==> src/rtl/mac_cfg_loader_pkg.sv <==
// Shared widths and loader state encoding for the mac_cluster serial cfg loader.
package mac_cfg_loader_pkg;

  localparam int MAC_ACC_WIDTH  = 8;
  localparam int MAC_CONF_WIDTH = 4;
  localparam int MAC_CFG_WIDTH  = 4 * MAC_ACC_WIDTH + MAC_CONF_WIDTH;

  typedef enum logic [1:0] {
    MAC_LD_UNCFG  = 2'd0,
    MAC_LD_SHIFT  = 2'd1,
    MAC_LD_COMMIT = 2'd2,
    MAC_LD_ACTIVE = 2'd3
  } ld_state_e;

endpackage

==> src/rtl/mac_cfg_loader_if.sv <==
// Loader-side bundle: serial cfg stream and run request in, cluster controls out.
interface mac_cfg_loader_if
  import mac_cfg_loader_pkg::*;
#(
  parameter int CFG_W = MAC_CFG_WIDTH
);
  logic             load_start;
  logic             cfg_valid;
  logic             cfg_in;
  logic             run;
  logic [CFG_W-1:0] cfg;
  logic             mac_rst;
  logic             mac_en;
  logic             cfg_busy;
  logic             cfg_done;
  logic             configured;

  modport master (
    output load_start, cfg_valid, cfg_in, run,
    input  cfg, mac_rst, mac_en, cfg_busy, cfg_done, configured
  );

  modport slave (
    input  load_start, cfg_valid, cfg_in, run,
    output cfg, mac_rst, mac_en, cfg_busy, cfg_done, configured
  );
endinterface

==> src/rtl/mac_cfg_loader.sv <==
// Shifts a cfg word in LSB-first, commits it atomically, and sequences the cluster's rst/en.
module mac_cfg_loader
  import mac_cfg_loader_pkg::*;
#(
  parameter int ACC_WIDTH  = MAC_ACC_WIDTH,
  parameter int CONF_WIDTH = MAC_CONF_WIDTH
) (
  input  logic              clk,
  input  logic              rst,
  mac_cfg_loader_if.slave   bus
);
  localparam int CFG_W = 4 * ACC_WIDTH + CONF_WIDTH;
  localparam int CNT_W = $clog2(CFG_W + 1);

  ld_state_e        state_q, state_d;
  logic [CFG_W-1:0] shadow_q, shadow_d;
  logic [CFG_W-1:0] cfg_q, cfg_d;
  logic [CNT_W-1:0] count_q, count_d;
  logic             configured_q, configured_d;
  logic             rst2_q, rst2_d;

  always_ff @(posedge clk) begin
    if (rst) begin
      state_q      <= MAC_LD_UNCFG;
      shadow_q     <= '0;
      cfg_q        <= '0;
      count_q      <= '0;
      configured_q <= 1'b0;
      rst2_q       <= 1'b0;
    end else begin
      state_q      <= state_d;
      shadow_q     <= shadow_d;
      cfg_q        <= cfg_d;
      count_q      <= count_d;
      configured_q <= configured_d;
      rst2_q       <= rst2_d;
    end
  end

  always_comb begin
    state_d      = state_q;
    shadow_d     = shadow_q;
    cfg_d        = cfg_q;
    count_d      = count_q;
    configured_d = configured_q;
    rst2_d       = 1'b0;
    case (state_q)
      MAC_LD_UNCFG: begin
        if (bus.load_start) begin
          state_d = MAC_LD_SHIFT;
          count_d = '0;
        end
      end
      MAC_LD_SHIFT: begin
        // A restart outranks a bit arriving in the same cycle; that bit is dropped.
        if (bus.load_start) begin
          count_d = '0;
        end else if (bus.cfg_valid) begin
          shadow_d = {bus.cfg_in, shadow_q[CFG_W-1:1]};
          if (count_q == CNT_W'(CFG_W - 1)) begin
            count_d = '0;
            state_d = MAC_LD_COMMIT;
          end else begin
            count_d = count_q + 1'b1;
          end
        end
      end
      MAC_LD_COMMIT: begin
        cfg_d        = shadow_q;
        configured_d = 1'b1;
        count_d      = '0;
        rst2_d       = 1'b1;
        state_d      = bus.load_start ? MAC_LD_SHIFT : MAC_LD_ACTIVE;
      end
      MAC_LD_ACTIVE: begin
        if (bus.load_start) begin
          state_d = MAC_LD_SHIFT;
        end
      end
      default: state_d = MAC_LD_UNCFG;
    endcase
  end

  logic mac_rst_c, mac_en_c, busy_c, done_c;

  // The second rst cycle lets the cluster reload from the freshly registered cfg.
  always_comb begin
    mac_rst_c = 1'b1;
    mac_en_c  = 1'b0;
    busy_c    = 1'b0;
    done_c    = 1'b0;
    if (!rst) begin
      case (state_q)
        MAC_LD_SHIFT: begin
          mac_rst_c = ~configured_q;
          busy_c    = 1'b1;
        end
        MAC_LD_COMMIT: begin
          busy_c = 1'b1;
          done_c = 1'b1;
        end
        MAC_LD_ACTIVE: begin
          mac_rst_c = rst2_q;
          mac_en_c  = bus.run & ~rst2_q;
        end
        default: ;
      endcase
    end
  end

  assign bus.cfg        = cfg_q;
  assign bus.mac_rst    = mac_rst_c;
  assign bus.mac_en     = mac_en_c;
  assign bus.cfg_busy   = busy_c;
  assign bus.cfg_done   = done_c;
  assign bus.configured = configured_q;

endmodule

==> src/flat_wrapper.sv <==
// flat-port wrapper written by rule: the top's interface ports become plain ports
module mac_cfg_loader_flat import mac_cfg_loader_pkg::*;
#(
  parameter int ACC_WIDTH  = MAC_ACC_WIDTH,
  parameter int CONF_WIDTH = MAC_CONF_WIDTH
)
  (clk, rst, bus_load_start, bus_cfg_valid, bus_cfg_in, bus_run, bus_cfg, bus_mac_rst, bus_mac_en, bus_cfg_busy, bus_cfg_done, bus_configured);
  mac_cfg_loader_if bus_i ();
  input  logic clk;
  input  logic rst;
  input wire logic [$bits(bus_i.load_start)-1:0] bus_load_start;
  input wire logic [$bits(bus_i.cfg_valid)-1:0] bus_cfg_valid;
  input wire logic [$bits(bus_i.cfg_in)-1:0] bus_cfg_in;
  input wire logic [$bits(bus_i.run)-1:0] bus_run;
  output wire logic [$bits(bus_i.cfg)-1:0] bus_cfg;
  output wire logic [$bits(bus_i.mac_rst)-1:0] bus_mac_rst;
  output wire logic [$bits(bus_i.mac_en)-1:0] bus_mac_en;
  output wire logic [$bits(bus_i.cfg_busy)-1:0] bus_cfg_busy;
  output wire logic [$bits(bus_i.cfg_done)-1:0] bus_cfg_done;
  output wire logic [$bits(bus_i.configured)-1:0] bus_configured;
  assign bus_i.load_start = bus_load_start;
  assign bus_i.cfg_valid = bus_cfg_valid;
  assign bus_i.cfg_in = bus_cfg_in;
  assign bus_i.run = bus_run;
  assign bus_cfg = bus_i.cfg;
  assign bus_mac_rst = bus_i.mac_rst;
  assign bus_mac_en = bus_i.mac_en;
  assign bus_cfg_busy = bus_i.cfg_busy;
  assign bus_cfg_done = bus_i.cfg_done;
  assign bus_configured = bus_i.configured;
  mac_cfg_loader #(.ACC_WIDTH(ACC_WIDTH), .CONF_WIDTH(CONF_WIDTH)) u_core (.clk(clk), .rst(rst), .bus(bus_i));
endmodule
==> config.mk <==
export PLATFORM = sky130hd
export DESIGN_NAME = mac_cfg_loader_flat
export DESIGN_NICKNAME = d
export VERILOG_FILES = /design/src/rtl/mac_cfg_loader_pkg.sv /design/src/rtl/mac_cfg_loader_if.sv /design/src/rtl/mac_cfg_loader.sv /design/src/flat_wrapper.sv
export SDC_FILE = /design/constraint.sdc
export NUM_CORES = 1
export LEC_CHECK = 0
export ABC_AREA = 1
export CAP_MARGIN = 10
export CORE_MARGIN = 2
export CORE_UTILIZATION = 40
export DETAILED_ROUTE_END_ITERATION = 12
export PLACE_DENSITY = 0.6
export SKIP_CTS_REPAIR_TIMING = 1
export SYNTH_ARGS = -nofsm -noshare
export SYNTH_HDL_FRONTEND = slang
export SYNTH_SLANG_ARGS = --single-unit
==> constraint.sdc <==
create_clock -name clk -period 2.4 [get_ports clk]
set_clock_uncertainty 0.2 [all_clocks]
set_input_delay 0.6 -clock clk [delete_from_list [all_inputs] [get_ports clk]]
set_output_delay 0.6 -clock clk [all_outputs]
set_load 0.01 [all_outputs]
After elaboration in Yosys (flattened, before gate mapping)
Index checks and enable logic that the tools add are counted.
{ "word_totals": {"latch_bits": 0, "romBits": 0, "regBits": 82, "n_memories": 0, "elab_cells": 47, "ramBits": 0} }
{ "classes": {"addsub": 1, "mux": 19, "shift": 0, "n_div": 0, "n_eq_ne": 10, "bitwise_logic": 4, "n_reduce_logical": 7, "multipliers": 0, "magnitude_cmp": 0} }
{ "ops": {"columns": ["operator", "n"], "rows": [
  ["$mux 6", 4],
  ["$pmux 6 s3", 1],
  ["$mux 2", 5],
  ["$mux 1", 7],
  ["$add 6x1->6 const B", 1],
  ["$eq 6x6->1 const B", 1],
  ["$ne 2x2->1 const B", 3],
  ["$pmux 2 s3", 1],
  ["$reduce_and 3->1", 2],
  ["$eq 2x2->1 const B", 2],
  ["$ne 2x1->1 const B", 2],
  ["$reduce_and 4->1", 1],
  ["$reduce_or 2->1", 2],
  ["$ne 3x3->1 const B", 1],
  ["$not 1->1", 3],
  ["$reduce_bool 3->1", 1],
  ["$eq 2x1->1 const B", 1],
  ["$logic_not 2->1", 1],
  ["$pmux 1 s2", 1],
  ["$and 1x1->1", 1]
]} }

Logic depth before layout (Yosys ltp)
Gate-level depths: netlist of run 1.
{ "depth": {"ltp_word": 5, "mapped_depth": 10, "depth_no_buf": 9} }

Worst setup path after synthesis of run 1
OpenSTA, ideal clock, no wires.
{ "synth_timing": {"path_type": "register to output", "from": "register u_core.state_q[0]", "to": "output port bus_cfg_done", "stages_incl_launch_ff": 7, "arrival_time_ns": 1.197, "path_slack_ns": 0.403, "t_required_ns": 1.600, "path_buffers": 2, "cell_sequence": "dfxtp_1 inv_1 ha_1 buf_2 inv_2 buf_2 nor2_1"} }
{ "synth_via": {"elab_chain_len": 3} }
{ "synth_rtl": {"columns": ["item", "line", "text"], "rows": [
  ["start: declaration", "mac_cfg_loader.sv:15", "ld_state_e state_q, state_d;"],
  ["start signal: assignment", "mac_cfg_loader.sv:31", "state_q <= state_d;"],
  ["$eq 2x2->1", "mac_cfg_loader.sv:93", "case (state_q)"],
  ["$mux 1", "mac_cfg_loader.sv:93", null],
  ["$mux 1", "mac_cfg_loader.sv:92", "if (!rst) begin"],
  ["end: declaration", "flat_wrapper.sv:19", "output wire logic [$bits(bus_i.cfg_done)-1:0] bus_cfg_done;"]
]} }
No other way between the ends.

Final worst setup path of run 1
{ "layout_timing": {"from": "register u_core.state_q[1]", "to": "output port bus_mac_rst"} }
{ "layout_via": {"elab_chain_len": 3} }
{ "layout_rtl": {"columns": ["item", "line", "text"], "rows": [
  ["$eq 2x2->1 / $eq 2x1->1 (equally long branches)", "mac_cfg_loader.sv:93", null],
  ["$pmux 1 s2 (*)", "mac_cfg_loader.sv:93", null],
  ["$mux 1 (*)", "mac_cfg_loader.sv:92", null],
  ["end: declaration", "flat_wrapper.sv:16", "output wire logic [$bits(bus_i.mac_rst)-1:0] bus_mac_rst;"]
]} }
Mark *: on every way between the ends. The rest lies on a longest branch, timed or not.

==> results.py, run 1 <==
metrics = {
    "status": {
        "outcome": "finished, final reports clean",
    },
    "yosys": {
        "syn-cell-area_um2": 3130,
        "synthTopCellsByCount": "nor2_1, dfxtp_1, o21ai_0",
        "postSynthAreaPerCell_um2": 7.97,
        "syn_inst": 393,
        "synth_area_leader_cell": "dfxtp_1",
        "synth_area_leaders": "dfxtp_1, nor2_1, o21ai_0, a21oi_1, inv_1",
        "ys_ff_latch": 82,
        "netlist.area_leader.share_pct": 52.4,
        "synth-warning-count": 0,
        "synth_ff_type": "dfxtp_1",
        "async_flop_share_pct": 0,
        "synth_seq_area_share_pct": 52.4,
        "syn-num-nets": 405,
        "synth_edf_count": 0,
        "synth_most_common_cell": "nor2_1",
        "ys_types": 26,
    },
    "clock_tree": {
        "clk_pin_slew_ns": 0.09,
        "clock_latency_ns": 0.34,
        "cts_made_buffers": 9,
        "htreeDepth": 3,
        "cts_sinks": 82,
        "cts_tree": "built",
        "clk_path_buf_depth": 2,
        "clock-root-buffer": "clkbuf_8",
    },
    "sta": {
        "maxSlewViolCount": 0,
        "rsz0062_at_grt": "false",
        "worstMarginPinSlew_ns": 0.441,
        "hold_viol_final": 0,
        "slew_headroom_pct": 70.6,
        "min_period_ns": 2.21,
        "fmax_ghz": 0.452,
        "fin_crit_sh_pct": 92.2,
        "timing.hold.ws_ns": 0.271,
        "setup_viol": 0,
    },
    "critical_path": {
        "cp_slowest_cell": "dfxtp_2",
        "r2r_cells": 8,
        "ff2ff_setup_slack_ns": 0.57,
        "cp_max_fo": 4,
        "endpoint_kind": "output pin",
        "max_stage_delay_ns": 0.37,
        "crit-reg2reg-capture": "u_core.shadow_q[34]",
        "required_ns": 1.60,
        "crit_chain": "inv_1, ha_1, a21oi_1, o211ai_1, dlymetal6s2s_1",
        "timing.rr.start": "u_core.state_q[1]",
        "arrival_ns": 1.41,
        "critPathLaunchType": "register",
        "critical_path.startpoint": "u_core.state_q[1]",
        "worstSetupPathType": "register to output pin",
    },
    "power_and_ir_drop": {
        "ir_worst_vdd_mv": 0.500,
        "p_comb_share_pct": 31.0,
        "p_leak_nw": 1.73,
        "power.internal_mw": 2.96,
        "pwr-share-clk_pct": 27.7,
        "powerDensity_nw_per_um2": 1110,
        "switching_power_mw": 1.39,
        "power.sequential.fraction_pct": 41.3,
        "swShare_pct": 32.0,
        "p_total_mw": 4.35,
    },
    "die": {
        "die_h_um": 92.5,
        "initial_core_util_pct": 41.0,
        "coreArea_um2": 7650,
        "std_cell_rows": 32,
        "die_width_um": 92.5,
        "dieArea_um2": 8560,
        "io_pins": 47,
    },
    "global_routing": {
        "track_usage_pct": 15.0,
        "grt_max_degree": 49,
        "grt_pass1_vias": 2374,
        "grt_pass1_wl_um": 10500,
        "antenna_found_initial": 0,
        "grt_overflow": 0,
    },
    "routing": {
        "drt_iter0_markers": 94,
        "viasPerCell": 4.73,
        "routedWlPerCell_um": 11.2,
        "firstDrtPassIters": 4,
        "route.vias.total": 2557,
        "drc": 0,
        "wl_um": 6080,
        "ant_nets": 0,
    },
    "final_layout": {
        "nNetsFinal": 446,
        "drive_gt1_share_pct": 8.88,
        "synthToLayoutAreaGrowth_pct": 25.5,
        "num-fill-cells": 739,
        "n_antenna_cell": 0,
    },
    "worst_hold_path": {
        "hold_path_end": "u_core.bus.cfg[32]",
        "hold_class": "register to register",
        "whs_path_depth": 2,
        "min_from": "u_core.shadow_q[32]",
    },
    "place": {
        "place_hpwl_um": 3880,
        "place.gp.congestion": 0.831,
        "port_buffers": 46,
    },
    "job": {
        "maxCapViolCount": 0,
    },
}
-- area by class of cell --
class                   count  area (µm²)  share of cell area, %
flip-flops and latches     82        1640                   41.8
multi-input cells         257        1230                   31.3
repair buffers             54         571                   14.5
well taps                 102         128                   3.25
clock buffers               9         124                   3.15
clock inverters             7         124                   3.15
inverters                  30         113                   2.86
-- worst max-delay path: cells and delay by family, from the launching register on --
family	cells	cell delay (ns)
flip-flops	1	0.37
buffers and inverters	2	0.26
AO/OA/AOI/OAI	2	0.24
adder cells (fa/ha/maj)	1	0.22
-- kinds of logic after synthesis --
family | count (synthesis) | synth area share (%)
simple gates | 142 | 18.4
flops | 82 | 52.4
xor+xnor | 1 | 0.280
buf+inv | 54 | 8.51
fa+ha+maj | 6 | 2.40
compound gates | 108 | 18.0
-- placed cells by master (no fill, tap or decap), types with 2 or more instances in the layout --
cell type	instances
a21oi_1	31
nand3_1	8
dlymetal6s2s_1	5
ha_2	2
ha_1	4
buf_12	3
o21ai_1	11
dfxtp_1	80
dfxtp_2	2
clkdlybuf4s50_1	41
buf_4	5
clkbuf_8	9
nor2_1	109
o21ai_0	62
bufinv_16	3
nand2_1	18
inv_2	6
nor3_1	3
inv_6	2
inv_1	24
-- per-stage QoR --
stage	setup WS [ns]	TNS, ns	cells	utilization (%)	instance area [µm²]
final	0.186	0	541	51.4	3930
after global routing	0.0775	0	541	51.4	3930
after CTS	-0.338	-1.18	541	51.2	3910
after detailed placement	-0.334	-1.16	525	47.9	3660
after global placement	-0.327	-1.12	525	47.9	3660
after floorplan	0.403	0	393	-	3130
-- flip-flops by register name, summed over array words and instances (netlist names) --
| register | cells |
|---|---|
| u_core.state_q | 2 |
| u_core.rst2_q | 1 |
| u_core.bus.cfg | 36 |
| u_core.count_q | 6 |
| u_core.shadow_q | 36 |
| u_core.bus.configured | 1 |
-- how the worst max path moves through the flow --
stage	to	slack, ns	depth (start not counted)
2_1_floorplan	bus_cfg_done	0.40	6
3_3_place_gp	bus_mac_rst	-0.33	4
3_5_place_dp	bus_mac_rst	-0.33	4
6_report	bus_mac_rst	0.19	5
4_1_cts	bus_mac_rst	-0.34	4
5_1_grt	bus_mac_rst	0.08	5
-- power by group through the flow --
stage | Clock (mW) | Sequential [mW] | Combinational [mW]
global placement | 0 | 1.82 | 1.35
detailed placement | 0 | 1.82 | 1.37
CTS | 1.24 | 1.79 | 1.37
finish | 1.20 | 1.79 | 1.35
global route | 1.30 | 1.83 | 1.52
floorplan | 0 | 1.88 | 0.747
-- metal layers --
layer / GRT usage, % / wire length (µm) / up-vias
met1: 19.2 / 3000 / 1168
met3: 3.66 / 205 / 4
met4: 5.60 / 47 / 0
met2: 24.5 / 2830 / 36
li1: - / - / 1349
met5: 0 / 0 / -
Power figures use the tool's default switching activity.
==> run 2: changes to the inputs <==
==> constraint.sdc (replaced) <==
create_clock -name clk -period 2.4 [get_ports clk]
set_clock_uncertainty 0.2 [all_clocks]
set_input_delay 0.72 -clock clk [delete_from_list [all_inputs] [get_ports clk]]
set_output_delay 0.72 -clock clk [all_outputs]
set_load 0.01 [all_outputs]
==> run 2 against run 1 <==
Cell count is 0.18% higher. Clock power hardly changed. Worst setup slack worse by 0.088 ns. Routed wire length is 0.97% lower. Register-to-register slack better by 0.03 ns. Combinational power hardly changed.
==> results.py, run 2 (synthesized netlist as in run 1, its figures left out) <==
metrics = {
    "sta": {
        "setup_viol": 0,
        "worstMarginPinSlew_ns": 0.437,
        "min_period_ns": 2.30,
        "fin_crit_sh_pct": 95.9,
        "maxSlewViolCount": 0,
        "slew_headroom_pct": 70.8,
        "timing.hold.ws_ns": 0.272,
        "worst_slack_ns": 0.0984,
        "fmax_ghz": 0.434,
        "hold_viol_final": 0,
        "rsz0062_at_grt": "false",
    },
    "routing": {
        "wl_um": 6020,
        "wl_met2_um": 2630,
        "routed-wl-met3_um": 226,
        "firstDrtPassIters": 4,
        "viasPerCell": 4.73,
        "drt_iter0_markers": 93,
        "drt-met1-wl_um": 3080,
        "route.vias.total": 2561,
        "routedWlPerCell_um": 11.1,
        "drc": 0,
        "ant_nets": 0,
        "top_layer": "met4",
    },
    "global_routing": {
        "grt_pass1_wl_um": 10600,
        "grt_max_degree": 49,
        "track_usage_pct": 15.2,
        "grt_pass1_vias": 2431,
        "grt_overflow": 0,
        "antenna_found_initial": 0,
    },
    "clock_tree": {
        "cts_made_buffers": 9,
        "clock_latency_ns": 0.35,
        "htreeDepth": 3,
        "clk_path_buf_depth": 2,
        "clock-root-buffer": "clkbuf_8",
        "clk_pin_slew_ns": 0.09,
        "cts_tree": "built",
        "cts_sinks": 82,
    },
    "critical_path": {
        "cp_max_fo": 4,
        "critical_path.startpoint": "u_core.state_q[0]",
        "required_ns": 1.48,
        "timing.rr.start": "u_core.state_q[1]",
        "critPathLaunchType": "register",
        "arrival_ns": 1.38,
        "ff2ff_setup_slack_ns": 0.60,
        "endpoint_kind": "output pin",
        "crit-reg2reg-capture": "u_core.shadow_q[34]",
        "worstSetupPathType": "register to output pin",
        "crit_end": "bus_cfg_busy",
        "r2r_cells": 8,
    },
    "die": {
        "std_cell_rows": 32,
        "coreArea_um2": 7650,
        "initial_core_util_pct": 41.0,
        "die_width_um": 92.5,
        "die_h_um": 92.5,
        "dieArea_um2": 8560,
        "io_pins": 47,
    },
    "worst_hold_path": {
        "min_from": "u_core.shadow_q[24]",
        "hold_class": "register to register",
    },
    "power_and_ir_drop": {
        "ir_worst_vdd_mv": 0.455,
        "p_leak_nw": 1.74,
        "powerDensity_nw_per_um2": 1100,
        "p_total_mw": 4.36,
    },
    "final_layout": {
        "drive_gt1_share_pct": 9.55,
        "final_cell_mix": "nor2_1, dfxtp_1, o21ai_0",
        "mostFrequentLayoutCell": "nor2_1",
        "nNetsFinal": 447,
        "postLayoutCellArea_um2": 3950,
        "n_antenna_cell": 0,
        "synthToLayoutAreaGrowth_pct": 26.0,
    },
    "place": {
        "dpl_cell_area_um2": 3670,
        "place_hpwl_um": 3730,
        "port_buffers": 46,
        "place.gp.congestion": 0.818,
        "dp_slack_ns": -0.566,
    },
    "status": {
        "outcome": "finished, final reports clean",
    },
    "job": {
        "maxCapViolCount": 0,
    },
}
==> run 2: cell types whose count changed in the layout (fill, tap and decap cells not counted), sizes merged <==
cell,delta
clkdlybuf4s50,-1
buf,+2
clkinv,+1
clkbuf,+1
clkinvlp,-1
inv,-1
==> run 2: metal layers <==
layer	vias to the layer above	GRT usage [%]
met5	-	0
met4	0	6.34
met3	10	3.99
li1	1348	-
met1	1171	19.5
met2	32	24.3
==> run 2: layout make-up <==
type / count / area [µm²]
inverters: 30 / 113
well taps: 102 / 128
clock buffers: 10 / 138
repair buffers: 55 / 573
fillers: 743 / 3700
clock inverters: 6 / 113
multi-input cells: 257 / 1240
flip-flops and latches: 82 / 1650
==> run 2: through the flow <==
step	util, %	std cells	setup TNS (ns)
3_3_place_gp	48.0	526	-2.08
3_5_place_dp	48.0	526	-2.09
5_1_grt	51.6	542	0
4_1_cts	51.3	542	-2.12
2_1_floorplan	-	393	0
6_report	51.6	542	0
==> run 2: report_power, final <==
part	internal, mW	switching [mW]
Sequential	1.65	0.145
Combinational	0.616	0.732
Clock	0.723	0.494
Total	2.99	1.37
==> run 2: how the worst min path moves through the flow <==
stage          cells past startpoint                   to  slack, ns
2_1_floorplan                      2  u_core.shadow_q[25]       0.24
3_3_place_gp                       2  u_core.shadow_q[29]       0.26
3_5_place_dp                       2   u_core.bus.cfg[28]       0.26
4_1_cts                            2   u_core.bus.cfg[24]       0.27
5_1_grt                            2   u_core.bus.cfg[27]       0.30
6_report                           2   u_core.bus.cfg[24]       0.27
==> run 2: worst max-delay path: stages, from the launching register on <==
cell and delay, ns:
dfxtp_2 0.36, inv_1 0.07, ha_1 0.30, inv_1 0.08
nor2_1 0.04, dlymetal6s2s_1 0.17
==> run 3: changes to the inputs <==
GPL_ROUTABILITY_DRIVEN = 0   (was default)
==> results of run 3 <==
No change in the layout: final DEF, timing and power equal those of run 2.
